`src/rtl/sr_latch_bank_pkg.sv`:
```
// Shared types and constants for the clocked SR latch bank.
package sr_latch_bank_pkg;

  typedef enum logic [1:0] {
    SR_SET_DOM = 2'd0,
    SR_RST_DOM = 2'd1,
    SR_HOLD    = 2'd2,
    SR_TOGGLE  = 2'd3
  } sr_mode_e;

  localparam int unsigned CONFLICT_CNT_W = 8;

  function automatic logic [CONFLICT_CNT_W-1:0] sat_inc(input logic [CONFLICT_CNT_W-1:0] v);
    return (v == '1) ? v : v + 1'b1;
  endfunction

endpackage

```
`src/rtl/sr_latch_bank_cell.sv`:
```
// sr_cell: one SR channel -- input normalisation, optional rising-edge
// qualification, conflict-policy next state and sticky conflict flag.
module sr_cell
  import sr_latch_bank_pkg::*;
#(
  parameter sr_mode_e MODE          = SR_SET_DOM,
  parameter bit       ACTIVE_LOW_IN = 1'b1,
  parameter bit       EDGE_MODE     = 1'b0,
  parameter logic     RESET_VAL     = 1'b0
) (
  input  logic clk,
  input  logic rst,
  input  logic set_i,
  input  logic reset_i,
  input  logic clr_conflict,
  output logic q,
  output logic conflict,
  output logic hit
);

  logic s, r, s_eff, r_eff, q_nxt;

  assign s = ACTIVE_LOW_IN ? ~set_i : set_i;
  assign r = ACTIVE_LOW_IN ? ~reset_i : reset_i;

  if (EDGE_MODE) begin : g_edge
    logic s_q, r_q;
    // History resets inactive, so a request held through rst fires once.
    always_ff @(posedge clk or posedge rst) begin
      if (rst) begin
        s_q <= 1'b0;
        r_q <= 1'b0;
      end else begin
        s_q <= s;
        r_q <= r;
      end
    end
    assign s_eff = s & ~s_q;
    assign r_eff = r & ~r_q;
  end else begin : g_level
    assign s_eff = s;
    assign r_eff = r;
  end

  assign hit = s_eff & r_eff;

  always_comb begin
    q_nxt = q;
    case ({s_eff, r_eff})
      2'b10: q_nxt = 1'b1;
      2'b01: q_nxt = 1'b0;
      2'b11: begin
        case (MODE)
          SR_SET_DOM: q_nxt = 1'b1;
          SR_RST_DOM: q_nxt = 1'b0;
          SR_HOLD:    q_nxt = q;
          SR_TOGGLE:  q_nxt = ~q;
        endcase
      end
      default: q_nxt = q;
    endcase
  end

  always_ff @(posedge clk or posedge rst) begin
    if (rst) begin
      q        <= RESET_VAL;
      conflict <= 1'b0;
    end else begin
      q        <= q_nxt;
      conflict <= hit | (conflict & ~clr_conflict);
    end
  end

endmodule

```
`src/rtl/sr_latch_bank.sv`:
```
// Bank of WIDTH clocked SR channels replacing the cross-coupled NAND latch.
// Optional saturating conflict-cycle counter: SR_LATCH_BANK_CONFLICT_CNT_EN.
module sr_latch_bank
  import sr_latch_bank_pkg::*;
#(
  parameter int unsigned      WIDTH         = 8,
  parameter int unsigned      MODE          = 0,
  parameter bit               ACTIVE_LOW_IN = 1'b1,
  parameter bit               EDGE_MODE     = 1'b0,
  parameter logic [WIDTH-1:0] RESET_VAL     = '0
) (
  input  logic             clk,
  input  logic             rst,
  input  logic [WIDTH-1:0] set_i,
  input  logic [WIDTH-1:0] reset_i,
  input  logic             clr_conflict,
  output logic [WIDTH-1:0] q,
  output logic [WIDTH-1:0] qb,
  output logic [WIDTH-1:0] conflict
`ifdef SR_LATCH_BANK_CONFLICT_CNT_EN
  ,
  output logic [CONFLICT_CNT_W-1:0] conflict_cnt
`endif
);

  if (MODE > 3) begin : g_bad_mode
    $fatal(1, "sr_latch_bank: MODE must be 0..3");
  end
  if (WIDTH < 1 || WIDTH > 64) begin : g_bad_width
    $fatal(1, "sr_latch_bank: WIDTH must be 1..64");
  end

  localparam sr_mode_e MODE_E = sr_mode_e'(MODE[1:0]);

  logic [WIDTH-1:0] hit;

  for (genvar i = 0; i < WIDTH; i++) begin : g_cell
    sr_cell #(
      .MODE          (MODE_E),
      .ACTIVE_LOW_IN (ACTIVE_LOW_IN),
      .EDGE_MODE     (EDGE_MODE),
      .RESET_VAL     (RESET_VAL[i])
    ) u_cell (
      .clk          (clk),
      .rst          (rst),
      .set_i        (set_i[i]),
      .reset_i      (reset_i[i]),
      .clr_conflict (clr_conflict),
      .q            (q[i]),
      .conflict     (conflict[i]),
      .hit          (hit[i])
    );
  end

  assign qb = ~q;

`ifdef SR_LATCH_BANK_CONFLICT_CNT_EN
  logic hit_any;
  assign hit_any = |hit;

  // A conflict cycle coinciding with the clear restarts the count at one.
  always_ff @(posedge clk or posedge rst) begin
    if (rst) begin
      conflict_cnt <= '0;
    end else if (clr_conflict) begin
      conflict_cnt <= hit_any ? CONFLICT_CNT_W'(1) : '0;
    end else if (hit_any) begin
      conflict_cnt <= sat_inc(conflict_cnt);
    end
  end
`else
  logic unused_hit;
  assign unused_hit = ^hit;
`endif

endmodule
```
`config.mk`:
```
export PLATFORM = sky130hd
export DESIGN_NAME = sr_latch_bank
export DESIGN_NICKNAME = d
export VERILOG_FILES = /design/src/rtl/sr_latch_bank_pkg.sv /design/src/rtl/sr_latch_bank_cell.sv /design/src/rtl/sr_latch_bank.sv
export SDC_FILE = /design/constraint.sdc
export NUM_CORES = 1
export LEC_CHECK = 0
export ABC_AREA = 1
export BUFFER_PORTS_ARGS = -buffer_cell sky130_fd_sc_hd__buf_2
export CORE_MARGIN = 4
export CORE_UTILIZATION = 45
export CTS_CLUSTER_SIZE = 16
export DETAILED_ROUTE_END_ITERATION = 8
export HOLD_SLACK_MARGIN = 0.1
export PLACE_DENSITY = 0.83
export SLEW_MARGIN = 0
export SYNTH_ARGS = -nofsm -noshare
export SYNTH_HDL_FRONTEND = slang
export SYNTH_SLANG_ARGS = --single-unit
```
`constraint.sdc`:
```
create_clock -name clk -period 1.45 [get_ports clk]
set_clock_uncertainty 0.2 [all_clocks]
set_input_delay 0.29 -clock clk [delete_from_list [all_inputs] [get_ports clk]]
set_output_delay 0.29 -clock clk [all_outputs]
set_load 0.02 [all_outputs]
```
==> run_summary.xml, run 1 <==
<?xml version="1.0" encoding="UTF-8"?>
<metrics>
  <group name="floorplan">
    <metric name="total_die_area" unit="sq um">2430</metric>
    <metric name="rows" unit="">14</metric>
    <metric name="die_extent_in_y" unit="um">49.3</metric>
    <metric name="chipWidth" unit="um">49.3</metric>
    <metric name="start_util" unit="%">49.3</metric>
    <metric name="core_area" unit="sq um">1560</metric>
    <metric name="boundaryPins" unit="">43</metric>
  </group>
  <group name="logic_synthesis">
    <metric name="synth.cell_area" unit="sq um">768</metric>
    <metric name="yosysWarnings" unit="">0</metric>
    <metric name="synth_net_count" unit="">117</metric>
    <metric name="synthCells" unit="">98</metric>
    <metric name="ys_types" unit="">5</metric>
    <metric name="synth_seq_cells" unit="">16</metric>
    <metric name="ys_seq_area_share" unit="%">52.1</metric>
    <metric name="synth_area_per_cell" unit="sq um">7.84</metric>
  </group>
  <group name="placed_design">
    <metric name="dpl_cell_area" unit="sq um">878</metric>
    <metric name="post-dp-hpwl" unit="mm">1.16</metric>
    <metric name="placement.io_buffers" unit="">42</metric>
    <metric name="placer_congestion" unit="">0.681</metric>
  </group>
  <group name="timing">
    <metric name="slew_viol_final" unit="">0</metric>
    <metric name="timing.final.crit_period" unit="ns">1.40</metric>
    <metric name="timing.final.hold_violations" unit="">0</metric>
    <metric name="post-route-period-util" unit="%">96.6</metric>
    <metric name="final_setup_violations" unit="">0</metric>
    <metric name="timing_worst_slew_pin_value" unit="ns">0.575</metric>
    <metric name="setup_total_negative_slack" unit="ns">0</metric>
    <metric name="max_freq" unit="GHz">0.714</metric>
    <metric name="slew_headroom" unit="%">61.6</metric>
    <metric name="rsz0062_at_grt" unit="">false</metric>
  </group>
  <group name="clocking">
    <metric name="clock_tree.buffer_depth" unit="">2</metric>
    <metric name="cts_inserted_buffers" unit="">3</metric>
    <metric name="clk_pin_slew" unit="ns">0.10</metric>
    <metric name="clock-sinks" unit="">16</metric>
    <metric name="h-tree-depth" unit="">1</metric>
    <metric name="cts_tree" unit="">built</metric>
    <metric name="insertion_delay" unit="ns">0.29</metric>
    <metric name="cts_root_cell" unit="">sky130_fd_sc_hd__clkbuf_4</metric>
  </group>
  <group name="route">
    <metric name="avgRoutedWirePerCell" unit="um">10.4</metric>
    <metric name="vias_per_std_cell" unit="">4.18</metric>
    <metric name="detail_route.iter0.violations" unit="">3</metric>
    <metric name="route.final.wire_length" unit="mm">1.70</metric>
    <metric name="detail_route.drc_violations" unit="">0</metric>
    <metric name="postRouteAntennaNets" unit="">0</metric>
    <metric name="detailedRoute.firstPassIterationCount" unit="">4</metric>
    <metric name="vias" unit="">681</metric>
  </group>
  <group name="power_and_ir_drop">
    <metric name="maximum_vdd_drop" unit="V">0.000616</metric>
    <metric name="power-per-cell-area" unit="nW/um^2">945</metric>
    <metric name="leakage" unit="nW">0.719</metric>
  </group>
  <group name="grt">
    <metric name="grt_first_pass_wirelength" unit="mm">3.04</metric>
    <metric name="grt_max_degree" unit="">17</metric>
    <metric name="antenna_found_initial" unit="">0</metric>
    <metric name="vias_in_the_first_global_route" unit="">721</metric>
    <metric name="global_route_congestion_overflow_total" unit="">0</metric>
    <metric name="grt_usage" unit="%">16.6</metric>
  </group>
  <group name="finish">
    <metric name="leading_cell_types_in_the_layout_fill_and_taps_excluded" unit="">40 x sky130_fd_sc_hd__nand2_1, 38 x sky130_fd_sc_hd__buf_2, 25 x sky130_fd_sc_hd__inv_1</metric>
    <metric name="postLayoutCellArea" unit="sq um">1110</metric>
    <metric name="post_route_cells_drive_above_1_share" unit="%">32.7</metric>
    <metric name="syn2layout_area_growth" unit="%">44.8</metric>
    <metric name="antenna_cells" unit="">0</metric>
    <metric name="mostFrequentLayoutCell" unit="">sky130_fd_sc_hd__nand2_1</metric>
    <metric name="num-nets-final" unit="">167</metric>
  </group>
  <group name="setup_path">
    <metric name="start_kind" unit="">flip-flop</metric>
    <metric name="worst_ep_required_time" unit="ns">0.96</metric>
    <metric name="critical_path_arrival" unit="ns">0.91</metric>
    <metric name="highest_net_fanout_along_the_worst_path" unit="">3</metric>
    <metric name="criticalPathCategory" unit="">reg2out</metric>
    <metric name="worstSetupEndpointType" unit="">primary output</metric>
  </group>
  <group name="worst_hold_path">
    <metric name="min-delay-path-class" unit="">reg2reg</metric>
  </group>
  <group name="run">
    <metric name="cap_viol_max_count" unit="">0</metric>
  </group>
  <group name="outcome">
    <metric name="outcome" unit="">finished, final reports clean</metric>
  </group>
</metrics>
==> layer usage <==
layer	part of all wire [%]	GRT usage [%]	up-vias
met5	0	0	-
met4	5.2	14.2	0
met3	5.0	2.45	8
met2	50	28.1	31
met1	39	18.0	292
li1	-	-	350
==> worst max-delay path, cell delays in order, from the launching register on <==
cell and delay [ns]:
sky130_fd_sc_hd__dfrtp_1 0.41, sky130_fd_sc_hd__inv_1 0.07, sky130_fd_sc_hd__buf_4 0.14
==> cells by family after synthesis <==
kind of cell | after synthesis | share of synthesized area (%)
buf+inv | 42 | 28.3
flops | 16 | 52.1
simple gates | 40 | 19.5
==> flip-flops by register name (all words and copies together), names as in the netlist <==
signal,cells
g_cell.u_cell.q,8
g_cell.u_cell.conflict,8
==> final timing paths <==
path	start	slack, ns	end	cells after the start
setup / recovery	g_cell[0].u_cell.q	0.05	qb[0]	2
hold / removal	g_cell[3].u_cell.conflict	0.28	g_cell[3].u_cell.conflict	2
setup reg to reg	g_cell[2].u_cell.q	0.52	g_cell[2].u_cell.q	3
hold reg to reg	g_cell[3].u_cell.conflict	0.28	g_cell[3].u_cell.conflict	2
max in group asynchronous	rst	0.27	g_cell[5].u_cell.conflict	3
min in group asynchronous	rst	0.40	g_cell[1].u_cell.q	3
==> repair_timing <==
item                                   4_1_cts  5_1_grt
setup endpoints to repair                    0        4
endpoints found under the hold margin       32        0
buffers inserted                             0        1
resized for setup                            0        4
hold buffers                                18        0
==> through the flow <==
stage	std cells	power, mW	hold slack [ns]	util (%)	setup slack, ns
floorplan	98	0.675	0.00374	-	0.443
global placement	140	0.710	0.185	56.3	0.398
detailed placement	140	0.717	0.195	56.3	0.373
CTS	162	1.06	0.286	70.2	0.0386
global route	163	1.12	0.305	71.3	0.00248
finish	163	1.05	0.280	71.3	0.0493
==> cell type report <==
cell class	instances	area [sq um]
clock buffers	4	36.3
fillers	124	447
inverters	26	97.6
multi-input cells	40	150
flip-flops and latches	16	400
well taps	16	20.0
repair buffers	61	408
==> synth_stat cells <==
cell type                 instances  area (sq um)
sky130_fd_sc_hd__buf_4           16           120
sky130_fd_sc_hd__inv_2            1          3.75
sky130_fd_sc_hd__inv_1           25          93.8
sky130_fd_sc_hd__dfrtp_1         16           400
sky130_fd_sc_hd__nand2_1         40           150
==> power by group <==
part	leakage, nW	switching [mW]	internal [mW]	total (mW)
clock network	0.0210	0.147	0.153	0.300
logic	0.515	0.141	0.109	0.251
registers	0.184	0.0197	0.481	0.500
total	0.719	0.308	0.743	1.05
Note: power is estimated with default switching activity, not from simulation.
==> run 2: changes to the inputs <==
--- a/config.mk
+++ b/config.mk
@@ -5,14 +5,15 @@
 export SDC_FILE = /design/constraint.sdc
 export NUM_CORES = 1
 export LEC_CHECK = 0
-export ABC_AREA = 1
+export ABC_AREA = 0
 export BUFFER_PORTS_ARGS = -buffer_cell sky130_fd_sc_hd__buf_2
 export CORE_MARGIN = 4
 export CORE_UTILIZATION = 45
 export CTS_CLUSTER_SIZE = 16
 export DETAILED_ROUTE_END_ITERATION = 8
+export GPL_TIMING_DRIVEN = 0
 export HOLD_SLACK_MARGIN = 0.1
-export PLACE_DENSITY = 0.83
+export PLACE_DENSITY = 0.84
 export SLEW_MARGIN = 0
 export SYNTH_ARGS = -nofsm -noshare
 export SYNTH_HDL_FRONTEND = slang
==> run_summary.xml, run 2 <==
<?xml version="1.0" encoding="UTF-8"?>
<metrics>
  <group name="outcome">
    <metric name="outcome" unit="">finished, violations left</metric>
    <metric name="violated_checks" unit="">negative setup slack</metric>
  </group>
  <group name="clocking">
    <metric name="clk_pin_slew" unit="ns">0.10</metric>
    <metric name="insertion_delay" unit="ns">0.29</metric>
    <metric name="cts_root_cell" unit="">sky130_fd_sc_hd__clkbuf_4</metric>
    <metric name="cts_inserted_buffers" unit="">3</metric>
    <metric name="cts_tree" unit="">built</metric>
    <metric name="clock-sinks" unit="">16</metric>
    <metric name="clock_tree.buffer_depth" unit="">2</metric>
    <metric name="h-tree-depth" unit="">1</metric>
  </group>
  <group name="timing">
    <metric name="setup_slack" unit="ns">-0.00842</metric>
    <metric name="max_freq" unit="GHz">0.686</metric>
    <metric name="slew_headroom" unit="%">60.5</metric>
    <metric name="rsz0062_at_grt" unit="">true</metric>
    <metric name="timing.final.hold_violations" unit="">0</metric>
    <metric name="timing.final.crit_period" unit="ns">1.46</metric>
    <metric name="timing_worst_slew_pin_value" unit="ns">0.592</metric>
    <metric name="post-route-period-util" unit="%">101</metric>
    <metric name="final_setup_violations" unit="">1</metric>
    <metric name="slew_viol_final" unit="">0</metric>
  </group>
  <group name="setup_path">
    <metric name="highest_net_fanout_along_the_worst_path" unit="">3</metric>
    <metric name="worst_r2r_endpoint" unit="">g_cell[5].u_cell.q</metric>
    <metric name="worst_r2r_startpoint" unit="">g_cell[5].u_cell.q</metric>
    <metric name="criticalPathCategory" unit="">reg2out</metric>
    <metric name="start_kind" unit="">flip-flop</metric>
    <metric name="reg2reg_setup_slack" unit="ns">0.47</metric>
    <metric name="worst_ep_required_time" unit="ns">0.96</metric>
    <metric name="critical_path_arrival" unit="ns">0.97</metric>
    <metric name="ff2ff_path_depth" unit="">3</metric>
    <metric name="worstSetupEndpointType" unit="">primary output</metric>
    <metric name="worstSetupStartpoint" unit="">g_cell[6].u_cell.q</metric>
  </group>
  <group name="worst_hold_path">
    <metric name="worstHoldPathCells" unit="">2</metric>
    <metric name="hp-start" unit="">g_cell[1].u_cell.conflict</metric>
    <metric name="worstHoldEndpoint" unit="">g_cell[1].u_cell.conflict</metric>
    <metric name="min-delay-path-class" unit="">reg2reg</metric>
  </group>
  <group name="floorplan">
    <metric name="boundaryPins" unit="">43</metric>
    <metric name="core_area" unit="sq um">1540</metric>
    <metric name="start_util" unit="%">49.0</metric>
    <metric name="total_die_area" unit="sq um">2400</metric>
    <metric name="die_extent_in_y" unit="um">49.0</metric>
    <metric name="rows" unit="">14</metric>
    <metric name="chipWidth" unit="um">49.0</metric>
  </group>
  <group name="placed_design">
    <metric name="placer_congestion" unit="">0.602</metric>
    <metric name="post-dp-hpwl" unit="mm">1.14</metric>
    <metric name="placed_cells_incl_taps" unit="">131</metric>
    <metric name="placement.io_buffers" unit="">41</metric>
  </group>
  <group name="power_and_ir_drop">
    <metric name="maximum_vdd_drop" unit="V">0.000671</metric>
    <metric name="pwr-share-seq" unit="%">43.8</metric>
    <metric name="power-per-cell-area" unit="nW/um^2">896</metric>
    <metric name="p_total" unit="mW">1.17</metric>
    <metric name="clock_power_share" unit="%">25.8</metric>
    <metric name="combinationalPowerShare" unit="%">30.4</metric>
    <metric name="power.net_switching" unit="mW">0.337</metric>
    <metric name="power_report.internal_total" unit="mW">0.831</metric>
    <metric name="sw_frac_of_total" unit="%">28.8</metric>
    <metric name="leakage" unit="nW">0.723</metric>
  </group>
  <group name="route">
    <metric name="postRouteAntennaNets" unit="">0</metric>
    <metric name="detailedRoute.firstPassIterationCount" unit="">3</metric>
    <metric name="vias_per_std_cell" unit="">4.44</metric>
    <metric name="route.final.wire_length" unit="mm">1.96</metric>
    <metric name="vias" unit="">662</metric>
    <metric name="detail_route.drc_violations" unit="">0</metric>
    <metric name="avgRoutedWirePerCell" unit="um">13.1</metric>
    <metric name="detail_route.iter0.violations" unit="">3</metric>
  </group>
  <group name="run">
    <metric name="cap_viol_max_count" unit="">0</metric>
  </group>
  <group name="logic_synthesis">
    <metric name="yosysWarnings" unit="">0</metric>
    <metric name="ys_seq_area_share" unit="%">53.0</metric>
    <metric name="synth_largest_type_area_fraction" unit="%">53.0</metric>
    <metric name="post-synth-top-area-cell" unit="">sky130_fd_sc_hd__dfrtp_1</metric>
    <metric name="synth.cell_area" unit="sq um">756</metric>
    <metric name="synth.top_cells.by_area" unit="">sky130_fd_sc_hd__dfrtp_1 53%, sky130_fd_sc_hd__buf_4 16%, sky130_fd_sc_hd__o22ai_2 13%, sky130_fd_sc_hd__inv_1 8.4%, sky130_fd_sc_hd__nand2_1 7.9%</metric>
    <metric name="dominantRegCellSynth" unit="">sky130_fd_sc_hd__dfrtp_1</metric>
    <metric name="asyncSetResetFlopFracSynth" unit="%">100</metric>
    <metric name="ys_types" unit="">6</metric>
    <metric name="synthCells" unit="">74</metric>
    <metric name="synth_area_per_cell" unit="sq um">10.2</metric>
    <metric name="synth_seq_cells" unit="">16</metric>
    <metric name="synth_net_count" unit="">93</metric>
    <metric name="most_instantiated_cells_after_synthesis" unit="">17 x sky130_fd_sc_hd__inv_1, 16 x sky130_fd_sc_hd__buf_4, 16 x sky130_fd_sc_hd__dfrtp_1, 16 x sky130_fd_sc_hd__nand2_1, 8 x sky130_fd_sc_hd__o22ai_2</metric>
    <metric name="yosysMostFrequentCell" unit="">sky130_fd_sc_hd__inv_1</metric>
    <metric name="synth-edff-count" unit="">0</metric>
  </group>
  <group name="finish">
    <metric name="num-nets-final" unit="">153</metric>
    <metric name="leading_cell_types_in_the_layout_fill_and_taps_excluded" unit="">23 x sky130_fd_sc_hd__buf_6, 20 x sky130_fd_sc_hd__buf_2, 18 x sky130_fd_sc_hd__dlygate4sd3_1</metric>
    <metric name="mostFrequentLayoutCell" unit="">sky130_fd_sc_hd__buf_6</metric>
    <metric name="stdcell_count" unit="">149</metric>
    <metric name="syn2layout_area_growth" unit="%">72.4</metric>
    <metric name="registers_with_the_highest_flip_flop_counts" unit="">g_cell.u_cell.conflict x8, g_cell.u_cell.q x8</metric>
    <metric name="antenna_cells" unit="">0</metric>
    <metric name="post_route_cells_drive_above_1_share" unit="%">49.6</metric>
  </group>
  <group name="grt">
    <metric name="grt_max_degree" unit="">17</metric>
    <metric name="antenna_found_initial" unit="">0</metric>
    <metric name="global_route_congestion_overflow_total" unit="">0</metric>
    <metric name="grt_usage" unit="%">16.5</metric>
    <metric name="grt_first_pass_wirelength" unit="mm">3.12</metric>
    <metric name="vias_in_the_first_global_route" unit="">739</metric>
  </group>
</metrics>
[run 2: changes by cell type in the layout (fill, tap and decap cells not counted)]
cell and change:
sky130_fd_sc_hd__buf_2 -18, sky130_fd_sc_hd__buf_4 +6, sky130_fd_sc_hd__buf_6 +23, sky130_fd_sc_hd__inv_1 -8
sky130_fd_sc_hd__inv_2 -1, sky130_fd_sc_hd__nand2_1 -24, sky130_fd_sc_hd__o22ai_2 +8
[run 2: what timing repair did]
action / CTS / global route
gates resized for setup: 23 / 21
pin swaps: 0 / 0
setup endpoints to repair: 11 / 17
buffers inserted: 2 / 4
hold endpoints to repair: 32 / 0
hold buffers: 18 / 0
[run 2: worst max-delay path by stage]
stage	to	slack [ns]	cells past startpoint
6_report	q[6]	-0.008	2
5_1_grt	q[2]	-0.03	2
4_1_cts	q[6]	-0.004	2
3_5_place_dp	q[6]	0.29	2
3_3_place_gp	q[6]	0.30	2
2_1_floorplan	q[3]	0.44	1
[run 2: critical path: stages, from the launching register on]
cell and delay, ns:
sky130_fd_sc_hd__dfrtp_1 0.43, sky130_fd_sc_hd__buf_6 0.13, sky130_fd_sc_hd__buf_6 0.12
[run 2: power groups by stage]
stage | clock network, mW | registers [mW] | logic (mW)
final | 0.301 | 0.511 | 0.355
after floorplan | 0 | 0.506 | 0.181
after global placement | 0 | 0.511 | 0.263
after CTS | 0.305 | 0.504 | 0.341
after global routing | 0.327 | 0.517 | 0.378
after detailed placement | 0 | 0.511 | 0.270
[run 2: final cells by class]
type	instances	area, sq um
flip-flops and latches	16	400
fillers	82	239
well taps	16	20.0
inverters	17	63.8
clock buffers	4	36.3
repair buffers	65	547
plain buffers	7	75.1
multi-input cells	24	160
[run 2: cell families (layout without fill, tap and decap cells)]
kind of cell / Yosys count / in the layout / share of synthesized area, %
AO/OA/AOI/OAI: 8 / 8 / 13.2
buffers and inverters: 34 / 93 / 25.8
flip-flops: 16 / 16 / 53.0
AND/OR/NAND/NOR: 16 / 16 / 7.95
[run 2: per-stage QoR]
| step | instance area, sq um | hold WS [ns] | util, % | setup slack (ns) | TNS [ns] |
|---|---|---|---|---|---|
| after floorplan | 756 | 0.00374 | - | 0.443 | 0 |
| after global placement | 981 | 0.171 | 63.6 | 0.302 | 0 |
| after detailed placement | 981 | 0.192 | 63.6 | 0.294 | 0 |
| after CTS | 1270 | 0.319 | 82.4 | -0.00377 | -0.00377 |
| after global routing | 1300 | 0.354 | 84.5 | -0.0331 | -0.185 |
| final | 1300 | 0.321 | 84.5 | -0.00842 | -0.00842 |
[run 2: per-layer routing]
| metal | GRT usage [%] | share of wire [%] | vias up |
|---|---|---|---|
| met5 | 0 | 0 | - |
| met4 | 6.73 | 1.7 | 0 |
| met3 | 4.89 | 8.4 | 5 |
| met2 | 28.5 | 51 | 32 |
| met1 | 18.7 | 39 | 302 |
| li1 | - | - | 323 |
==> run 3: changes to the inputs <==
--- a/config.mk
+++ b/config.mk
@@ -8,12 +8,12 @@
 export ABC_AREA = 0
 export BUFFER_PORTS_ARGS = -buffer_cell sky130_fd_sc_hd__buf_2
 export CORE_MARGIN = 4
-export CORE_UTILIZATION = 45
+export CORE_UTILIZATION = 25
 export CTS_CLUSTER_SIZE = 16
 export DETAILED_ROUTE_END_ITERATION = 8
 export GPL_TIMING_DRIVEN = 0
 export HOLD_SLACK_MARGIN = 0.1
-export PLACE_DENSITY = 0.84
+export PLACE_DENSITY = 0.52
 export SLEW_MARGIN = 0
 export SYNTH_ARGS = -nofsm -noshare
 export SYNTH_HDL_FRONTEND = slang
==> run_summary.xml, run 3 (synthesis results as in run 2) <==
<?xml version="1.0" encoding="UTF-8"?>
<metrics>
  <group name="setup_path">
    <metric name="highest_net_fanout_along_the_worst_path" unit="">3</metric>
    <metric name="path_delay_family" unit="">flip-flops</metric>
    <metric name="start_kind" unit="">flip-flop</metric>
    <metric name="timing.critical_path.slowest_stage_cell" unit="">sky130_fd_sc_hd__dfrtp_1</metric>
    <metric name="worst_r2r_endpoint" unit="">g_cell[4].u_cell.q</metric>
    <metric name="worst_r2r_startpoint" unit="">g_cell[4].u_cell.q</metric>
    <metric name="reg2reg_setup_slack" unit="ns">0.49</metric>
    <metric name="worstSetupEndpointType" unit="">primary output</metric>
    <metric name="stage_delay_of_the_slowest_cell_on_the_critical_path" unit="ns">0.43</metric>
    <metric name="ff2ff_path_depth" unit="">3</metric>
    <metric name="worst_ep_required_time" unit="ns">0.96</metric>
    <metric name="criticalPathCategory" unit="">reg2out</metric>
    <metric name="cp_common_cell" unit="">sky130_fd_sc_hd__buf_6</metric>
    <metric name="worstSetupStartpoint" unit="">g_cell[1].u_cell.q</metric>
    <metric name="critical_path_arrival" unit="ns">0.95</metric>
    <metric name="critical_path.cell_chain" unit="">buf_6, buf_6</metric>
    <metric name="worst-path-buf-inv" unit="">2</metric>
  </group>
  <group name="floorplan">
    <metric name="start_util" unit="%">26.7</metric>
    <metric name="total_die_area" unit="sq um">3970</metric>
    <metric name="rows" unit="">19</metric>
    <metric name="die_extent_in_y" unit="um">63.0</metric>
    <metric name="boundaryPins" unit="">43</metric>
    <metric name="core_area" unit="sq um">2830</metric>
    <metric name="chipWidth" unit="um">63.0</metric>
  </group>
  <group name="outcome">
    <metric name="outcome" unit="">finished, final reports clean</metric>
  </group>
  <group name="clocking">
    <metric name="cts_tree" unit="">built</metric>
    <metric name="cts_inserted_buffers" unit="">3</metric>
    <metric name="clock-sinks" unit="">16</metric>
    <metric name="h-tree-depth" unit="">1</metric>
    <metric name="clock_tree.buffer_depth" unit="">2</metric>
    <metric name="insertion_delay" unit="ns">0.27</metric>
    <metric name="clk_pin_slew" unit="ns">0.08</metric>
    <metric name="cts_root_cell" unit="">sky130_fd_sc_hd__clkbuf_4</metric>
  </group>
  <group name="route">
    <metric name="vias" unit="">643</metric>
    <metric name="detail_route.iter0.violations" unit="">4</metric>
    <metric name="detail_route.drc_violations" unit="">0</metric>
    <metric name="avgRoutedWirePerCell" unit="um">11.3</metric>
    <metric name="vias_per_std_cell" unit="">3.92</metric>
    <metric name="detailedRoute.firstPassIterationCount" unit="">3</metric>
    <metric name="postRouteAntennaNets" unit="">0</metric>
    <metric name="route.final.wire_length" unit="mm">1.85</metric>
  </group>
  <group name="worst_hold_path">
    <metric name="worstHoldPathCells" unit="">2</metric>
    <metric name="min-delay-path-class" unit="">reg2reg</metric>
    <metric name="hp-start" unit="">g_cell[6].u_cell.conflict</metric>
    <metric name="worstHoldEndpoint" unit="">g_cell[6].u_cell.conflict</metric>
  </group>
  <group name="run">
    <metric name="cap_viol_max_count" unit="">0</metric>
  </group>
  <group name="finish">
    <metric name="registers_with_the_highest_flip_flop_counts" unit="">g_cell.u_cell.conflict x8, g_cell.u_cell.q x8</metric>
    <metric name="mostFrequentLayoutCell" unit="">sky130_fd_sc_hd__buf_2</metric>
    <metric name="antenna_cells" unit="">0</metric>
    <metric name="num-nets-final" unit="">154</metric>
    <metric name="post_route_cells_drive_above_1_share" unit="%">50.4</metric>
    <metric name="layout.filler_cells" unit="">282</metric>
    <metric name="postLayoutCellArea" unit="sq um">1300</metric>
    <metric name="leading_cell_types_in_the_layout_fill_and_taps_excluded" unit="">23 x sky130_fd_sc_hd__buf_2, 22 x sky130_fd_sc_hd__buf_6, 18 x sky130_fd_sc_hd__dlygate4sd3_1</metric>
    <metric name="syn2layout_area_growth" unit="%">72.5</metric>
  </group>
  <group name="timing">
    <metric name="timing.final.crit_period" unit="ns">1.44</metric>
    <metric name="post-route-period-util" unit="%">99.3</metric>
    <metric name="timing.hold.ws" unit="ns">0.319</metric>
    <metric name="slew_viol_final" unit="">0</metric>
    <metric name="timing.final.hold_violations" unit="">0</metric>
    <metric name="rsz0062_at_grt" unit="">true</metric>
    <metric name="final_setup_violations" unit="">0</metric>
    <metric name="max_freq" unit="GHz">0.695</metric>
    <metric name="slew_headroom" unit="%">59.8</metric>
    <metric name="timing_worst_slew_pin_value" unit="ns">0.602</metric>
  </group>
  <group name="grt">
    <metric name="vias_in_the_first_global_route" unit="">648</metric>
    <metric name="global_route_congestion_overflow_total" unit="">0</metric>
    <metric name="antenna_found_initial" unit="">0</metric>
    <metric name="grt_usage" unit="%">9.13</metric>
    <metric name="grt_first_pass_wirelength" unit="mm">2.82</metric>
    <metric name="grt_max_degree" unit="">17</metric>
  </group>
  <group name="power_and_ir_drop">
    <metric name="sw_frac_of_total" unit="%">28.2</metric>
    <metric name="pwr-share-seq" unit="%">47.2</metric>
    <metric name="power_report.internal_total" unit="mW">0.774</metric>
    <metric name="combinationalPowerShare" unit="%">32.8</metric>
    <metric name="clock_power_share" unit="%">19.9</metric>
    <metric name="leakage" unit="nW">0.717</metric>
    <metric name="maximum_vdd_drop" unit="V">0.000214</metric>
    <metric name="power.net_switching" unit="mW">0.303</metric>
    <metric name="power-per-cell-area" unit="nW/um^2">826</metric>
  </group>
  <group name="placed_design">
    <metric name="post-dp-hpwl" unit="mm">1.24</metric>
    <metric name="placer_congestion" unit="">0.619</metric>
    <metric name="placement.io_buffers" unit="">41</metric>
    <metric name="dpl_cell_area" unit="sq um">1000</metric>
  </group>
</metrics>
run 3: cell count changes in the layout (fill, tap and decap cells not counted):
cell,before,now
sky130_fd_sc_hd__buf_2,20,23
sky130_fd_sc_hd__buf_4,11,10
sky130_fd_sc_hd__buf_6,23,22
sky130_fd_sc_hd__clkbuf_8,1,0
sky130_fd_sc_hd__inv_1,17,16
sky130_fd_sc_hd__inv_2,0,1
run 3: tightest hold or removal path: cells and delay by family, from the launching register on:
| kind | cells | cell delay [ns] |
|---|---|---|
| flip-flops | 1 | 0.35 |
| buffers and inverters | 1 | 0.05 |
| AO/OA/AOI/OAI | 1 | 0.07 |
run 3: layer usage:
metal  global-route usage, %  wire length (um)
met1                    10.8               727
met2                    14.9               984
met3                    3.60               127
met4                    3.31                 8
met5                       0                 0
run 3: timing repair:
item                                   CTS  global route
setup endpoints to repair                8            18
setup buffers                            0             3
cloned                                   0             0
pin swaps                                0             0
endpoints found under the hold margin   32             0
resized for setup                       17            23
hold buffers                            18             0
run 3: through the flow:
step / util, % / TNS, ns / worst slack (ns) / power (mW) / std cells
floorplan: - / 0 / 0.443 / 0.688 / 74
global placement: 35.3 / 0 / 0.306 / 0.777 / 146
detailed placement: 35.3 / 0 / 0.304 / 0.782 / 146
CTS: 44.4 / 0 / 0.00381 / 1.07 / 167
global route: 46.1 / -0.125 / -0.0420 / 1.15 / 164
finish: 46.1 / 0 / 0.0108 / 1.08 / 164
run 3: how the worst max path moves through the flow:
stage / endpoint / slack [ns] / cells past startpoint
after global routing: q[1] / -0.04 / 2
after global placement: q[3] / 0.31 / 2
after detailed placement: q[7] / 0.30 / 2
after floorplan: q[3] / 0.44 / 1
final: q[1] / 0.01 / 2
after CTS: q[5] / 0.004 / 2
run 3: area by class of cell:
cell class              instances  area [sq um]  area share (%)
repair buffers                 62           513            39.3
flip-flops and latches         16           400            30.7
multi-input cells              24           160            12.3
plain buffers                  11           105            8.06
inverters                      17          63.8            4.89
well taps                      31          38.8            2.98
clock buffers                   3          22.5            1.73
run 3: power groups by stage:
stage | combinational, mW | sequential (mW) | clock, mW
global route | 0.380 | 0.513 | 0.259
CTS | 0.332 | 0.504 | 0.235
global placement | 0.267 | 0.510 | 0
floorplan | 0.181 | 0.506 | 0
finish | 0.354 | 0.508 | 0.215
detailed placement | 0.270 | 0.512 | 0
